===== src/rtl/pll_lock_reset_seq.sv =====
// PLL lock qualifier and SoC reset sequencer on the free-running board clock.
// Optional PLL_RESET_SEQ_WATCHDOG_EN adds a WAIT_LOCK watchdog driving pll_rst.
module pll_lock_reset_seq #(
    parameter int SYNC_STAGES        = 2,
    parameter int LOCK_STABLE_CYCLES = 1024,
    parameter int RESET_HOLD_CYCLES  = 64,
`ifdef PLL_RESET_SEQ_WATCHDOG_EN
    parameter int WATCHDOG_CYCLES    = 250000,
    parameter int PLL_RST_CYCLES     = 16,
`endif
    parameter int LOSS_CNT_WIDTH     = 8
) (
    input  logic                      clk,
    input  logic                      reset,
    input  logic                      pll_locked,
    input  logic                      clear_sticky,
    output logic                      sys_reset,
    output logic                      ready,
    output logic                      lock_lost,
`ifdef PLL_RESET_SEQ_WATCHDOG_EN
    output logic [LOSS_CNT_WIDTH-1:0] loss_count,
    output logic                      pll_rst
`else
    output logic [LOSS_CNT_WIDTH-1:0] loss_count
`endif
);

    typedef enum logic [1:0] {
        WAIT_LOCK = 2'd0,
        STABLE    = 2'd1,
        HOLD      = 2'd2,
        RUN       = 2'd3
    } state_t;

    localparam int CNT_MAX = (LOCK_STABLE_CYCLES > RESET_HOLD_CYCLES) ?
                             LOCK_STABLE_CYCLES : RESET_HOLD_CYCLES;
    localparam int CNT_W = $clog2(CNT_MAX);
    localparam logic [CNT_W-1:0] STABLE_LAST = CNT_W'(LOCK_STABLE_CYCLES - 1);
    localparam logic [CNT_W-1:0] HOLD_LAST   = CNT_W'(RESET_HOLD_CYCLES - 1);

    logic [SYNC_STAGES-1:0]    sync_q, sync_d;
    state_t                    state_q, state_d;
    logic [CNT_W-1:0]          cnt_q, cnt_d;
    logic                      sys_reset_q, sys_reset_d;
    logic                      ready_q, ready_d;
    logic                      lock_lost_q, lock_lost_d;
    logic [LOSS_CNT_WIDTH-1:0] loss_count_q, loss_count_d;
    logic                      lock_s;
    logic                      run_lost;

`ifdef PLL_RESET_SEQ_WATCHDOG_EN
    localparam int WD_LAST = WATCHDOG_CYCLES + PLL_RST_CYCLES - 1;
    localparam int WD_W    = $clog2(WD_LAST + 1);
    logic [WD_W-1:0] wd_cnt_q, wd_cnt_d;
    logic            pll_rst_q, pll_rst_d;
`endif

    assign sync_d   = {sync_q[SYNC_STAGES-2:0], pll_locked};
    assign lock_s   = sync_q[SYNC_STAGES-1];
    assign run_lost = (state_q == RUN) && !lock_s;

    always_ff @(posedge clk) begin
        if (reset) begin
            sync_q       <= '0;
            state_q      <= WAIT_LOCK;
            cnt_q        <= '0;
            sys_reset_q  <= 1'b1;
            ready_q      <= 1'b0;
            lock_lost_q  <= 1'b0;
            loss_count_q <= '0;
        end else begin
            sync_q       <= sync_d;
            state_q      <= state_d;
            cnt_q        <= cnt_d;
            sys_reset_q  <= sys_reset_d;
            ready_q      <= ready_d;
            lock_lost_q  <= lock_lost_d;
            loss_count_q <= loss_count_d;
        end
    end

    always_comb begin
        state_d = state_q;
        cnt_d   = '0;
        unique case (state_q)
            WAIT_LOCK: begin
                if (lock_s) state_d = STABLE;
            end
            STABLE: begin
                if (!lock_s) state_d = WAIT_LOCK;
                else if (cnt_q == STABLE_LAST) state_d = HOLD;
                else cnt_d = cnt_q + 1'b1;
            end
            HOLD: begin
                if (!lock_s) state_d = WAIT_LOCK;
                else if (cnt_q == HOLD_LAST) state_d = RUN;
                else cnt_d = cnt_q + 1'b1;
            end
            RUN: begin
                if (!lock_s) state_d = WAIT_LOCK;
            end
            default: state_d = WAIT_LOCK;
        endcase
    end

    // A new loss outranks a simultaneous clear so no event is ever missed.
    always_comb begin
        sys_reset_d  = (state_d != RUN);
        ready_d      = (state_d == RUN);
        lock_lost_d  = lock_lost_q;
        loss_count_d = loss_count_q;
        if (clear_sticky) lock_lost_d = 1'b0;
        if (run_lost) begin
            lock_lost_d = 1'b1;
            if (loss_count_q != '1) loss_count_d = loss_count_q + 1'b1;
        end
    end

`ifdef PLL_RESET_SEQ_WATCHDOG_EN
    always_ff @(posedge clk) begin
        if (reset) begin
            wd_cnt_q  <= '0;
            pll_rst_q <= 1'b0;
        end else begin
            wd_cnt_q  <= wd_cnt_d;
            pll_rst_q <= pll_rst_d;
        end
    end

    always_comb begin
        wd_cnt_d  = '0;
        pll_rst_d = 1'b0;
        if (state_q == WAIT_LOCK && state_d == WAIT_LOCK) begin
            if (wd_cnt_q != WD_W'(WD_LAST)) wd_cnt_d = wd_cnt_q + 1'b1;
            pll_rst_d = (wd_cnt_q >= WD_W'(WATCHDOG_CYCLES - 1)) &&
                        (wd_cnt_q != WD_W'(WD_LAST));
        end
    end

    assign pll_rst = pll_rst_q;
`endif

    assign sys_reset  = sys_reset_q;
    assign ready      = ready_q;
    assign lock_lost  = lock_lost_q;
    assign loss_count = loss_count_q;

endmodule


===== config.mk =====
export PLATFORM = sky130hd
export DESIGN_NAME = pll_lock_reset_seq
export DESIGN_NICKNAME = d
export VERILOG_FILES = /design/src/rtl/pll_lock_reset_seq.sv
export SDC_FILE = /design/constraint.sdc
export NUM_CORES = 1
export LEC_CHECK = 0
export ABC_AREA = 1
export CORE_ASPECT_RATIO = 2
export CORE_MARGIN = 2
export CORE_UTILIZATION = 30
export DETAILED_ROUTE_END_ITERATION = 8
export GPL_TIMING_DRIVEN = 0
export PLACE_DENSITY_LB_ADDON = 0.15
export SYNTH_ARGS = -nofsm -noshare
export SYNTH_HDL_FRONTEND = slang
export SYNTH_SLANG_ARGS = --single-unit

===== constraint.sdc =====
create_clock -name clk -period 1.65 [get_ports clk]
set_input_delay 0.2475 -clock clk [delete_from_list [all_inputs] [get_ports clk]]
set_output_delay 0.2475 -clock clk [all_outputs]
set_load 0.005 [all_outputs]

==> metrics <==
DR WL/cell ~10 um; total detailed-routing wirelength 2.483 mm; DP HPWL around 2 mm; final hold viol count 0; Setup violations, final 0; number of global-route vias before repair 1074; WS Path Type register to register; total of max-cap violations 0; Synth Area per Inst 7.426 um2; Overflow after GRT 0; worst IR drop on VDD 0.0004407 V; async set-reset flop share out of synthesis 0; area delta synth->final 19.34%; Die Area between 4000 and 5000 um2; # nets final a little under 200; DRC 0; most numerous cell in the Yosys netlist nand2_1; Cell Area, Placed roughly 1500 um2; antenna cell count 0; # H-tree levels 1; sequential area share after synthesis 0.3988; Initial Util 0.3101; final worst path period need 1.476 ns; clk_skew 0.01052 ns; WP buf/inv 0; clk sinks 25; total core area approximately 4000 um2; top_reg_cell synth dfxtp_1; Vias/cell between 4 and 5; CTS tree yes; Routed Antenna Nets 0; syn_nets 179; layout cells sized above 1 0.07527; P per Cell Area ~700 nW/um2; Yosys top cell by area dfxtp_1; number of synthesized flops with an enable pin 0; via count about 1100; initial antenna violation count 0; top cell type's share of synthesized area 0.3988; Worst slew margin 0.8259; slowest cell delay on critical path 0.36 ns; Setup crit start kind register; cell area after layout between 1000 and 1500 um2; synth cell count leaders nand2_1, inv_1, dfxtp_1; slowest stage cell, crit path dfxtp_1; Total GRT Usage 0.1233; Tot Pwr between 1 and 1.5 mW; Pre-Repair DR Iteration Count 4; cell row count 33; routability cong. approximately 0.82; clk root buf clkbuf_8; P_leak just under 0.6 nW; Die Span Y approximately 95 um; first-pass GRT wire length between 4 and 5 mm; initial DRC count 11; CTS buffer count 3; CP Data Required Time approximately 1.8 ns; min-delay worst type primary input to register; unrepaired setup endpoints after global routing false; Max clock buf depth 2; nature of the critical path endpoint register; period utilization 0.8948; crit path cell chain ha_1 > nand2_1 > nor2_2 > nand3_1 > a22o_1 > nand2_4 > nor2_1; largest net degree at the start of global routing 14; crit path max fanout 8; Seq cells post-synth 25; CP Data Arrival Time 1.64 ns; Worst-Margin Slew about 0.26 ns; Port Buf Inserts 13; status finished, final reports clean; Die Width ~50 um; worst-skew pair later-pin latency ~0.28 ns; ranking of synthesized cells by area dfxtp_1, nand2_1, inv_1; I/O pin total 15; Max Fclk a little under 700 MHz; Worst-path clk slew 0.09 ns; CP top delay family simple AND/OR/NAND/NOR gates; Synth Warn # 0; cell count after synthesis 169; post-synthesis cell type count 25; Max Slew Vio Count 0; Setup Total Neg Slack 0 ns; Syn Std Cell Area 1255 um2
[routing by layer]
metal,wire length (um),global-route usage,vias up
met1,1027,0.1313,480
met4,55,0.06250,0
met5,0,0,-
met3,82,0.02194,5
li1,-,-,567
met2,1317,0.2267,15
[through the flow]
stage / util / setup WS, ns / hold WS [ns] / instances
floorplan: - / 0.3186 / 0.3545 / 169
global placement: 0.3584 / 0.1273 / 0.3927 / 234
detailed placement: 0.3584 / 0.1014 / 0.4009 / 234
CTS: 0.3695 / 0.09363 / 0.1970 / 238
global route: 0.3701 / 0.03318 / 0.1992 / 238
finish: 0.3701 / 0.1736 / 0.1930 / 238
[worst reg2reg max path: stages (launching register included)]
cell	delay [ns]
dfxtp_1	0.36
ha_1	0.23
nand2_1	0.08
nor2_2	0.16
nand3_1	0.13
a22o_1	0.25
nand2_4	0.12
nor2_1	0.05
[path summary, 6_finish.rpt]
path	startpoint	to	slack, ns	depth (start not counted)
worst min register to register	sync_q[0]	sync_q[1]	0.41	2
worst min-delay path	reset	sync_q[0]	0.19	2
worst max register to register	cnt_q[0]	cnt_q[2]	0.17	7
worst max-delay path	cnt_q[0]	cnt_q[2]	0.17	7
[kinds of logic after synthesis]
kind of cell               after synthesis  synth area share
xor gates and xnor gates                 9           0.06282
and+or+nand+nor                         85            0.3141
adders and majority gates                6           0.05982
DFF                                     25            0.3988
buffers and inverters                   29           0.09572
AOI/OAI and AO/OA                       15           0.06880
[cell type report]
type | count | area, um2
plain buffers | 2 | 18.77
clock buffers | 4 | 45.04
fillers | 479 | 2549
inverters | 27 | 101.3
multi-input cells | 115 | 636.9
flip-flops and latches | 25 | 500.5
well taps | 52 | 65.06
repair buffers | 13 | 130.1
[power by group]
| part | total (mW) | switching (mW) | internal [mW] |
|---|---|---|---|
| sequential | 0.616 | 0.00721 | 0.609 |
| clock | 0.373 | 0.200 | 0.173 |
| combinational | 0.0596 | 0.0353 | 0.0243 |
| total | 1.05 | 0.242 | 0.806 |
[state kept, by name, summed over array words and instances, names as in the netlist]
| register | count |
|---|---|
| lock_lost | 1 |
| sys_reset | 1 |
| cnt_q | 10 |
| loss_count | 8 |
| sync_q | 2 |
| state_q | 2 |
| ready | 1 |
[layout by cell type, fill, tap and decap left out, drive strengths merged]
cell	Yosys	routed
nand2	36	36
inv	27	27
dfxtp	25	25
nor2	24	24
clkdlybuf4s50	0	13
nand3	12	12
a21oi	9	9
xor2	7	7
nor3	7	7
ha	6	6
nand4	4	4
clkbuf	0	4
o21ai	3	3
nor4	2	2
xnor2	2	2
buf	2	2
a22o	1	1
a31oi	1	1
a211oi	1	1
[repair_timing]
item                       4_1_cts  5_1_grt
hold buffers                     0        0
setup buffers                    0        0
hold endpoints to repair         0        0
gates resized for setup          0        1
setup endpoints to repair        0        8
No activity file was read; power rests on OpenSTA's default activity.
